**config.mk**
```make
export PLATFORM = sky130hd
export DESIGN_NAME = flash_refill_ctrl
export DESIGN_NICKNAME = d
export VERILOG_FILES = /design/src/rtl/flash_refill_ctrl_pkg.sv /design/src/rtl/flash_refill_ctrl_lru.sv /design/src/rtl/flash_refill_ctrl.sv
export SDC_FILE = /design/constraint.sdc
export NUM_CORES = 1
export LEC_CHECK = 0
export CAP_MARGIN = 10
export CORE_MARGIN = 4
export CORE_UTILIZATION = 49
export CTS_CLUSTER_SIZE = 16
export DETAILED_ROUTE_END_ITERATION = 8
export HOLD_SLACK_MARGIN = 0.06
export PLACE_DENSITY_LB_ADDON = 0.3
export SLEW_MARGIN = 25
export SYNTH_ARGS = -nofsm -noshare
export SYNTH_HDL_FRONTEND = slang
export SYNTH_SLANG_ARGS = --single-unit
export TNS_END_PERCENT = 100
```
**constraint.sdc**
```tcl
create_clock -name clk -period 2.7 [get_ports clk]
set_input_delay 0.675 -clock clk [delete_from_list [all_inputs] [get_ports clk]]
set_output_delay 0.675 -clock clk [all_outputs]
set_load 0.01 [all_outputs]
```
**src/rtl/flash_refill_ctrl_pkg.sv**
```systemverilog
// Shared constants, FSM state encoding and small helpers for the flash
// refill engine.
//   ADDR_WIDTH/DATA_WIDTH : word address and data widths
//   SUB_NUM/SUB_DEPTH     : number of sub-SRAMs and words per sub-SRAM
//   SUB_AW/IDX_W          : log2 of SUB_DEPTH and SUB_NUM
package flash_refill_ctrl_pkg;

    localparam int ADDR_WIDTH = 32;
    localparam int DATA_WIDTH = 32;
    localparam int SUB_NUM    = 4;
    localparam int SUB_DEPTH  = 16;
    localparam int SUB_AW     = 4;
    localparam int IDX_W      = 2;

    typedef enum logic [1:0] {
        ST_IDLE  = 2'd0,
        ST_FETCH = 2'd1,
        ST_WRITE = 2'd2,
        ST_DONE  = 2'd3
    } state_e;

    // Align a word address down to the start of a sub-SRAM sized block.
    function automatic logic [ADDR_WIDTH-1:0] align_base(input logic [ADDR_WIDTH-1:0] addr);
        return addr & ~ADDR_WIDTH'(SUB_DEPTH - 1);
    endfunction

    // One-hot SRAM select; bit 0 is the main SRAM, so sub i maps to bit i+1.
    function automatic logic [SUB_NUM:0] sub_sel(input logic [IDX_W-1:0] idx);
        return {{SUB_NUM{1'b0}}, 1'b1} << (int'(idx) + 1);
    endfunction

endpackage

```
**src/rtl/flash_refill_ctrl_lru.sv**
```systemverilog
// Recency tracker for the sub-SRAMs.
//   clk, rst_n     : clock, async active-low reset (ages reset to age[i] = i)
//   touch_vld_i    : mark touch_idx_i as most recently used this cycle
//   touch_idx_i    : sub index to touch
//   valid_i        : per-sub valid bits, used to prefer empty slots
//   victim_o       : lowest-index invalid sub, else the sub with the oldest age
module flash_refill_ctrl_lru
    import flash_refill_ctrl_pkg::*;
(
    input  logic               clk,
    input  logic               rst_n,
    input  logic               touch_vld_i,
    input  logic [IDX_W-1:0]   touch_idx_i,
    input  logic [SUB_NUM-1:0] valid_i,
    output logic [IDX_W-1:0]   victim_o
);

    logic [IDX_W-1:0] age_q [SUB_NUM];
    logic [IDX_W-1:0] age_d [SUB_NUM];
    logic [IDX_W-1:0] inv_idx;
    logic [IDX_W-1:0] lru_idx;
    logic             any_inv;

    // Touch: everything younger than the touched entry ages by one, the
    // touched entry becomes 0. This keeps the ages a permutation.
    for (genvar gi = 0; gi < SUB_NUM; gi++) begin : g_age
        assign age_d[gi] = !touch_vld_i                         ? age_q[gi] :
                           (IDX_W'(gi) == touch_idx_i)          ? '0 :
                           (age_q[gi] < age_q[touch_idx_i])     ? age_q[gi] + 1'b1 :
                                                                  age_q[gi];
    end

    always_ff @(posedge clk or negedge rst_n) begin
        if (!rst_n) begin
            for (int i = 0; i < SUB_NUM; i++) begin
                age_q[i] <= IDX_W'(i);
            end
        end else begin
            for (int i = 0; i < SUB_NUM; i++) begin
                age_q[i] <= age_d[i];
            end
        end
    end

    always_comb begin
        inv_idx = '0;
        any_inv = 1'b0;
        lru_idx = '0;
        // Scan downwards so the lowest invalid index is the last one kept.
        for (int i = SUB_NUM - 1; i >= 0; i--) begin
            if (!valid_i[i]) begin
                inv_idx = IDX_W'(i);
                any_inv = 1'b1;
            end
        end
        for (int i = 0; i < SUB_NUM; i++) begin
            if (age_q[i] == IDX_W'(SUB_NUM - 1)) begin
                lru_idx = IDX_W'(i);
            end
        end
        victim_o = any_inv ? inv_idx : lru_idx;
    end

endmodule

```
**src/rtl/flash_refill_ctrl.sv**
```systemverilog
// Miss-refill engine: on a miss, picks a victim sub-SRAM, streams one
// sub-SRAM worth of words from flash into it (one request outstanding,
// each returned beat followed by a write cycle), then publishes the new
// base address and valid bit.
//   clk, rst_n              : clock, async active-low reset (aborts a refill)
//   miss_req_i, miss_addr_i : miss pulse and missing word address
//   busy_o                  : refill in progress
//   refill_done_o           : 1-cycle pulse, sub written and tag valid
//   refill_idx_o            : victim index, stable from accept to done
//   hit_vld_i, hit_idx_i    : hit notification for recency tracking
//   flash_req_o/addr_o      : flash word request, held until rvalid
//   flash_rvalid_i/rdata_i  : flash data beat
//   ram_we_o/sel_o/waddr_o/wdata_o : SRAM write port (sel bit i+1 = sub i)
//   sub_base_o, sub_valid_o : per-sub base address and valid bit
module flash_refill_ctrl
    import flash_refill_ctrl_pkg::*;
(
    input  logic                          clk,
    input  logic                          rst_n,
    input  logic                          miss_req_i,
    input  logic [ADDR_WIDTH-1:0]         miss_addr_i,
    output logic                          busy_o,
    output logic                          refill_done_o,
    output logic [IDX_W-1:0]              refill_idx_o,
    input  logic                          hit_vld_i,
    input  logic [IDX_W-1:0]              hit_idx_i,
    output logic                          flash_req_o,
    output logic [ADDR_WIDTH-1:0]         flash_addr_o,
    input  logic                          flash_rvalid_i,
    input  logic [DATA_WIDTH-1:0]         flash_rdata_i,
    output logic                          ram_we_o,
    output logic [SUB_NUM:0]              ram_sel_o,
    output logic [SUB_AW-1:0]             ram_waddr_o,
    output logic [DATA_WIDTH-1:0]         ram_wdata_o,
    output logic [SUB_NUM*ADDR_WIDTH-1:0] sub_base_o,
    output logic [SUB_NUM-1:0]            sub_valid_o
);

    state_e                        state_q;
    logic [ADDR_WIDTH-1:0]         base_q;
    logic [SUB_AW-1:0]             cnt_q;
    logic                          busy_q;
    logic                          refill_done_q;
    logic [IDX_W-1:0]              refill_idx_q;
    logic                          flash_req_q;
    logic [ADDR_WIDTH-1:0]         flash_addr_q;
    logic                          ram_we_q;
    logic [SUB_NUM:0]              ram_sel_q;
    logic [SUB_AW-1:0]             ram_waddr_q;
    logic [DATA_WIDTH-1:0]         ram_wdata_q;
    logic [SUB_NUM*ADDR_WIDTH-1:0] sub_base_q;
    logic [SUB_NUM-1:0]            sub_valid_q;

    logic                          in_refill;
    logic                          touch_vld_d;
    logic [IDX_W-1:0]              touch_idx_d;
    logic [IDX_W-1:0]              victim;

    assign in_refill = (state_q == ST_FETCH) || (state_q == ST_WRITE);

    // The DONE touch wins over a same-cycle hit; hits on the sub being
    // refilled are stale and dropped.
    always_comb begin
        touch_vld_d = 1'b0;
        touch_idx_d = hit_idx_i;
        if (state_q == ST_DONE) begin
            touch_vld_d = 1'b1;
            touch_idx_d = refill_idx_q;
        end else if (hit_vld_i && !(in_refill && (hit_idx_i == refill_idx_q))) begin
            touch_vld_d = 1'b1;
        end
    end

    flash_refill_ctrl_lru u_lru (
        .clk         (clk),
        .rst_n       (rst_n),
        .touch_vld_i (touch_vld_d),
        .touch_idx_i (touch_idx_d),
        .valid_i     (sub_valid_q),
        .victim_o    (victim)
    );

    always_ff @(posedge clk or negedge rst_n) begin
        if (!rst_n) begin
            state_q       <= ST_IDLE;
            base_q        <= '0;
            cnt_q         <= '0;
            busy_q        <= 1'b0;
            refill_done_q <= 1'b0;
            refill_idx_q  <= '0;
            flash_req_q   <= 1'b0;
            flash_addr_q  <= '0;
            ram_we_q      <= 1'b0;
            ram_sel_q     <= '0;
            ram_waddr_q   <= '0;
            ram_wdata_q   <= '0;
            sub_base_q    <= '0;
            sub_valid_q   <= '0;
        end else begin
            refill_done_q <= 1'b0;
            ram_we_q      <= 1'b0;
            case (state_q)
                ST_IDLE: begin
                    if (miss_req_i) begin
                        base_q              <= align_base(miss_addr_i);
                        flash_addr_q        <= align_base(miss_addr_i);
                        cnt_q               <= '0;
                        refill_idx_q        <= victim;
                        // Invalidate now so sram_ctrl never hits on a half-written sub.
                        sub_valid_q[victim] <= 1'b0;
                        flash_req_q         <= 1'b1;
                        busy_q              <= 1'b1;
                        state_q             <= ST_FETCH;
                    end
                end
                ST_FETCH: begin
                    if (flash_rvalid_i) begin
                        flash_req_q <= 1'b0;
                        ram_we_q    <= 1'b1;
                        ram_sel_q   <= sub_sel(refill_idx_q);
                        ram_waddr_q <= cnt_q;
                        ram_wdata_q <= flash_rdata_i;
                        state_q     <= ST_WRITE;
                    end
                end
                ST_WRITE: begin
                    if (cnt_q == SUB_AW'(SUB_DEPTH - 1)) begin
                        state_q <= ST_DONE;
                    end else begin
                        cnt_q        <= cnt_q + 1'b1;
                        // Wraps modulo 2^ADDR_WIDTH by construction.
                        flash_addr_q <= base_q + ADDR_WIDTH'(cnt_q + 1'b1);
                        flash_req_q  <= 1'b1;
                        state_q      <= ST_FETCH;
                    end
                end
                ST_DONE: begin
                    sub_base_q[refill_idx_q*ADDR_WIDTH +: ADDR_WIDTH] <= base_q;
                    sub_valid_q[refill_idx_q] <= 1'b1;
                    refill_done_q             <= 1'b1;
                    busy_q                    <= 1'b0;
                    state_q                   <= ST_IDLE;
                end
                default: state_q <= ST_IDLE;
            endcase
        end
    end

    assign busy_o        = busy_q;
    assign refill_done_o = refill_done_q;
    assign refill_idx_o  = refill_idx_q;
    assign flash_req_o   = flash_req_q;
    assign flash_addr_o  = flash_addr_q;
    assign ram_we_o      = ram_we_q;
    assign ram_sel_o     = ram_sel_q;
    assign ram_waddr_o   = ram_waddr_q;
    assign ram_wdata_o   = ram_wdata_q;
    assign sub_base_o    = sub_base_q;
    assign sub_valid_o   = sub_valid_q;

endmodule

```
# Word level (Yosys, flattened, before mapping)
# Index checks and enable logic that the tools add are counted.
totals:
  reg_bits: 253
  wordCells: 133
  output_inout_bits: 211
  in_bits: 71
classes:
  muxes: 51
  n_reduce_logical: 25
  n_bitwise: 4
  add_sub_neg: 9
  eq_ne: 14
  n_shift: 3
  magnitude_cmp: 9
op_table:
  columns: ["cell", "n"]
  rows:
  - ["128-bit bitwise mux", 1]
  - ["32-bit by 34-bit variable shift with 128-bit output, first input constant", 1]
  - ["32-bit by 34-bit variable part select with 128-bit output", 1]
  - ["32-bit 2-to-1 mux", 2]
  - ["32-bit one-hot mux with 2 select lines", 1]
  - ["2-bit 2-to-1 mux", 21]
  - ["7-bit negator with 34-bit output", 1]
  - ["32-bit by 5-bit adder with 32-bit output", 1]
  - ["4-bit one-hot mux with 2 select lines", 2]
  - ["2-bit AND reduction", 8]
  - ["1-bit 2-to-1 mux", 15]
  - ["4-bit 2-to-1 mux", 3]
  - ["2-bit nonzero test", 6]
  - ["2-bit == test, second input constant", 5]
  - ["2-bit by 1-bit adder with 2-bit output, second input constant", 4]
  - ["2-bit < comparator", 4]
  - ["2-bit one-hot mux with 4 select lines", 1]
  - ["2-bit by 3-bit < comparator with 1-bit output, second input constant", 2]
  - ["2-bit != test, second input constant", 3]
  - ["4-bit by 1-bit adder with 5-bit output, second input constant", 1]
  - ["1-bit by 3-bit << shifter with 5-bit output, first input constant", 1]
  - ["4-bit by 1-bit adder with 4-bit output, second input constant", 1]
  - ["4-bit AND", 1]
  - ["2-bit binary-select mux with 2-bit select", 1]
  - ["21 further kinds", 28]

# Logic depth before layout (Yosys ltp)
logic_depth:
  depth_word: 13
  mapped_depth: 9
  mapped_depth_nobuf: 7

# By module
# A second synthesis with hierarchy kept.
hier_totals:
  hier_cells: 770
  area_unflattened_um2: 9949.5
modules_own_cells:
  columns: ["mod", "seq_area_each_um2", "area_each_um2", "cells_each", "n_inst"]
  rows:
  - ["flash_refill_ctrl", 5630.4, 9222.6, 691, 1]
  - ["flash_refill_ctrl_lru", 205.2, 726.9, 79, 1]

# Worst setup path after synthesis
# Ideal clock, no wire load.
synth_path:
  path_type: "reg-to-reg"
  start: "reg state_q[0]"
  end: "reg u_lru.age_q[4] (netlist name)"
  synth_period_minus_slack_ns: 2.379
  t_arrival_ns: 2.295
  setup_ns: 0.083
  path_slack_ns: 0.321
  t_required_ns: 2.617
  n_path_buf: 2
  stages_incl_launch_ff: 10
  path_cell_list: "dfrtp_1 ha_1 buf_6 mux2_4 buf_6 or4_4 o31ai_2 a31oi_1 o211a_1 a221o_1"
synth_via:
  elab_chain_cells: 9
  word_cells_on_any_way: 19
  classes_between: "order compare (1); eq/ne (4); mux (7); bitwise (1); reduce/logical (6)"
synth_rtl:
  columns: ["element", "line_no", "rtl"]
  rows:
  - ["from (decl)", "flash_refill_ctrl.sv:39", "state_e state_q;"]
  - ["from (signal assigned)", "flash_refill_ctrl.sv:85", "state_q <= ST_IDLE;"]
  - ["from (signal assigned)", "flash_refill_ctrl.sv:113", "state_q <= ST_FETCH;"]
  - ["from (signal assigned)", "flash_refill_ctrl.sv:123", "state_q <= ST_WRITE;"]
  - ["2-bit == test", "flash_refill_ctrl.sv:66", "if (state_q == ST_DONE) begin"]
  - ["2-bit 2-to-1 mux", "flash_refill_ctrl.sv:66", null]
  - ["2-bit NOT with 3-bit output (not written as such)", "flash_refill_ctrl_lru.sv:29", "(age_q[gi] < age_q[touch_idx_i]) ? age_q[gi] + 1'b1 :"]
  - ["2-bit binary-select mux with 2-bit select", "flash_refill_ctrl_lru.sv:29", null]
  - ["2-bit 2-to-1 mux (not written as such) (2 in a row)", "flash_refill_ctrl_lru.sv:29", null]
  - ["2-bit < comparator", "flash_refill_ctrl_lru.sv:29", null]
  - ["2-bit nonzero test (no line)", null, null]
  - ["2-bit AND reduction (no line)", null, null]
  - ["to (signal, indexed assignment)", "flash_refill_ctrl_lru.sv:36", "age_q[i] <= IDX_W'(i);"]
  - ["to (signal, indexed assignment)", "flash_refill_ctrl_lru.sv:40", "age_q[i] <= age_d[i];"]
  - ["to (decl)", "flash_refill_ctrl_lru.sv:18", "logic [IDX_W-1:0] age_q [SUB_NUM];"]
# Several ways; a longest one is shown, not always the timed one. The select of a mux whose other input is x is not followed.
# A chain may end at the register's enable or synchronous reset.

# Worst setup path in the final report
layout_path:
  start: "reg refill_idx_q[0], in the netlist refill_idx_o[0]"
  end: "out refill_idx_o[0]"
layout_lines:
  columns: ["element", "line_no", "rtl"]
  rows:
  - ["from (decl)", "flash_refill_ctrl.sv:44", "logic [IDX_W-1:0] refill_idx_q;"]
  - ["from (signal assigned)", "flash_refill_ctrl.sv:108", "refill_idx_q <= victim;"]
  - ["to (decl)", "flash_refill_ctrl.sv:24", "output logic [IDX_W-1:0] refill_idx_o,"]
# No word-level cell between the ends.

==> out/metrics.csv <==
metric,value,unit
per-cell routed wire length,20.6,um
"Setup violations, final",0,
number of fillers in the final layout,1522,
number of remaining DRC errors,0,
"arithmetic-cell share of the synthesized area counting full adders, half adders and majority gates",2.07,%
element type at the critical path start,flip-flop,
"area fraction in and, or, nand and nor cells after synthesis",7.80,%
synthesized-area fraction occupied by xor and xnor cells,2.55,%
critical path arrival,1.93,ns
"CTS clk-pin slew, worst paths",0.06,ns
Slew Limit Headroom,62.7,%
post-layout net count,1205,
Critical Path Max Stage Delay,0.61,ns
fin crit period,2.60,ns
drt pass-1 iters,5,
hold bufs inserted after CTS,0,
setup total negative slack,0,ns
number of buffers on the longest clock path,3,
netlist area before placement,10300,um^2
worst r2r src,state_q[1],
number of buffers inserted to repair setup after CTS,0,
largest family of logic cells by synthesized area,compound AO/OA/AOI/OAI gates,
switching fraction of total power,35.1,%
count of endpoints failing hold in the final timing report,0,
Placement Cell Area,13400,um^2
Die Span Y,153,um
share of total power in combinational logic,41.8,%
core box area,20400,um^2
number of buffers inserted during clock tree synthesis,24,
via count,7893,
latest clock arrival within the worst-skew pair,0.51,ns
synthesized instance count,856,
initial antenna violation count,1,
end of the worst register-to-register path,u_lru.age_q[4],
run status,finished clean,
compound-gate portion of the synthesized area,16.1,%
Placement Rows,52,
I/O Buffers,261,
Total Routing Usage GR,24.3,%
full die area,23400,um^2
Worst Setup EP,refill_idx_o[0],
static leakage,6.22,nW
Synth Area per Inst,12.0,um^2
Pins Over Slew Limit,0,
number of design-rule violations left by the first detailed-router iteration,278,
Max Cap Viol,0,
"final std cell area, no fill",14300,um^2
NetSw,0.00592,W
"setup slack, reg-to-reg",0.22,ns
unrepaired setup endpoints after global routing,no,
worst slack after detailed placement,-0.0423,ns
cts repair resizes,0,
sort of element at the end of the critical path,primary output,
wire length of the first global-routing pass,46.2,mm
remaining antenna violation count,0,
H-tree levels,1,
"leading cell types in the layout, fill and taps excluded","clkdlybuf4s50_1, dfrtp_1, a22o_1",
Required @ worst endpoint,2.03,ns
slowest CP cell,dfrtp_1,
starting utilization of the core area,50.4,%
Final Power,0.0169,W
final clock skew,0.0114,ns
register area share after synthesis,56.7,%
flip-flop and latch count after synthesis,233,
TritonCTS sink count,233,
share of synthesized flip-flops with an asynchronous set or reset,100,%
library cells used by synthesis,58,
count of warnings emitted by yosys,0,
critical path peak fanout,8,
number of cell instances on the worst register-to-register path,8,
overall routed net length,29.0,mm
clock root buffer master,clkbuf_16,
IR Drop Worst-Case VDD,0.000765,V
most frequent standard cell in the layout excluding fill and tap cells,clkdlybuf4s50_1,
placer congestion estimate,0.841,
transition time at the pin with the least slew margin,0.558,ns
worst hold slack,0.113,ns
Via-to-Cell Ratio,5.61,
internal cell power,0.0110,W
worst hold path type,primary input to async pin,
top-level I/O count,282,
fin crit share,96.3,%
fin worst setup slack,0.0990,ns
ratio of cells with drive above 1 in the final layout,15.7,%
clock network fraction of total power,21.2,%
largest net degree at the start of global routing,61,
DP HPWL,20.3,mm
width of the die,153,um
count of flip-flops with a built-in enable after synthesis,0,
clock tree from TritonCTS,done,
main flop type after synthesis,dfrtp_1,
startpoint-to-endpoint class of the critical path,flip-flop to primary output,
sum of overflow across all layers after global routing,0,
power per standard cell area,1180,nW/um^2
number of global-route vias before repair,8074,
launch point of the worst path,refill_idx_o[0],
mux share of post-synthesis cell area,10.1,%
portion of total power attributed to sequential cells,37.0,%
Syn-to-layout area delta,38.7,%
critical path cell sequence,"buf_4, clkdlybuf4s50_1",
Fmax achieved,0.384,GHz
[through the flow]
stage          util, %  std cells
2_1_floorplan        -        871
3_3_place_gp      65.6       1361
3_5_place_dp      65.6       1361
4_1_cts           69.9       1405
5_1_grt           69.9       1406
6_report          69.9       1406
[Yosys cell counts, drive strengths merged (2+ instances only)]
cell type	instances	area share (%)
dfrtp	229	56
a22o	113	9.6
mux2	72	7.9
nand2	52	1.9
clkbuf	50	1.8
o21ai	49	2.4
buf	38	2.2
a21oi	27	1.3
mux2i	20	1.9
nand3	20	0.97
xnor2	20	1.7
nor2	19	0.69
inv	18	0.66
ha	17	2.1
nor3b	14	1.0
nor3	12	0.58
xor2	10	0.85
nand4	8	0.49
a31oi	6	0.36
o211ai	5	0.36
a21boi	4	0.29
and2	4	0.24
and4	4	0.34
dfstp	4	1.0
a21o	3	0.22
a221o	3	0.29
nor4b	3	0.44
a211oi	2	0.15
nand2b	2	0.12
nor2b	2	0.12
nor4	2	0.24
o211a	2	0.19
o221ai	2	0.17
o31ai	2	0.19
or2	2	0.12
or3	2	0.12
or4	2	0.18
[registers in the layout, indices dropped and copies added, names as in the netlist, 2 cells and up]
register / count
sub_base_o: 112
ram_wdata_o: 32
flash_addr_o: 29
base_q: 28
u_lru.age_q: 8
ram_sel_o: 5
ram_waddr_o: 4
sub_valid_o: 4
cnt_q: 3
refill_idx_o: 2
state_q: 2
[cells by family (layout without fill, tap and decap cells)]
family / after synthesis / in the layout
XOR/XNOR: 30 / 30
flip-flops: 233 / 233
adder cells (fa/ha/maj): 17 / 17
AO/OA/AOI/OAI: 225 / 225
buffers and inverters: 106 / 370
other: 1 / 17
AND/OR/NAND/NOR: 151 / 151
multiplexers: 93 / 93
[worst max-delay path: cells and delay by family (launching register included)]
kind	cells	cell delay [ns]
buffers and inverters	2	0.81
DFF	1	0.61
[worst min path at each step]
stage | from | to | slack (ns) | cells past startpoint
floorplan | rst_n | base_q[10] | 0.38 | 0
global placement | flash_addr_o[4] | flash_addr_o[4] | 0.47 | 2
detailed placement | ram_sel_o[0] | ram_sel_o[0] | 0.47 | 1
CTS | rst_n | ram_wdata_o[12] | 0.12 | 1
global route | rst_n | ram_wdata_o[12] | 0.12 | 1
finish | rst_n | ram_wdata_o[12] | 0.11 | 1
[per-layer routing]
metal	track usage [%]	vias to the layer above	part of all wire, %	wire, um
met5	0	-	0	0
met4	6.79	0	2.5	723
met3	6.14	51	8.0	2330
met2	39.1	303	47	13600
met1	33.1	3923	42	12300
li1	-	3616	-	-
[final cells by class]
type	instances	area [um^2]	area share, %
antenna	1	2.50	0.0175
clock buffer	36	757	5.30
clock inverter	8	120	0.841
inverter	18	67.6	0.473
multi-input combinational	532	4080	28.6
sequential	233	5840	40.9
tap	270	338	2.37
timing repair buffer	308	3080	21.6
[power by group through the flow]
stage	Clock (W)	Sequential [W]	Combinational [W]
floorplan	0	0.00612	0.00359
global placement	0	0.00622	0.00694
detailed placement	0	0.00626	0.00709
CTS	0.00364	0.00623	0.00713
global route	0.00379	0.00644	0.00762
finish	0.00358	0.00624	0.00707
No activity file was read; power rests on OpenSTA's default activity.
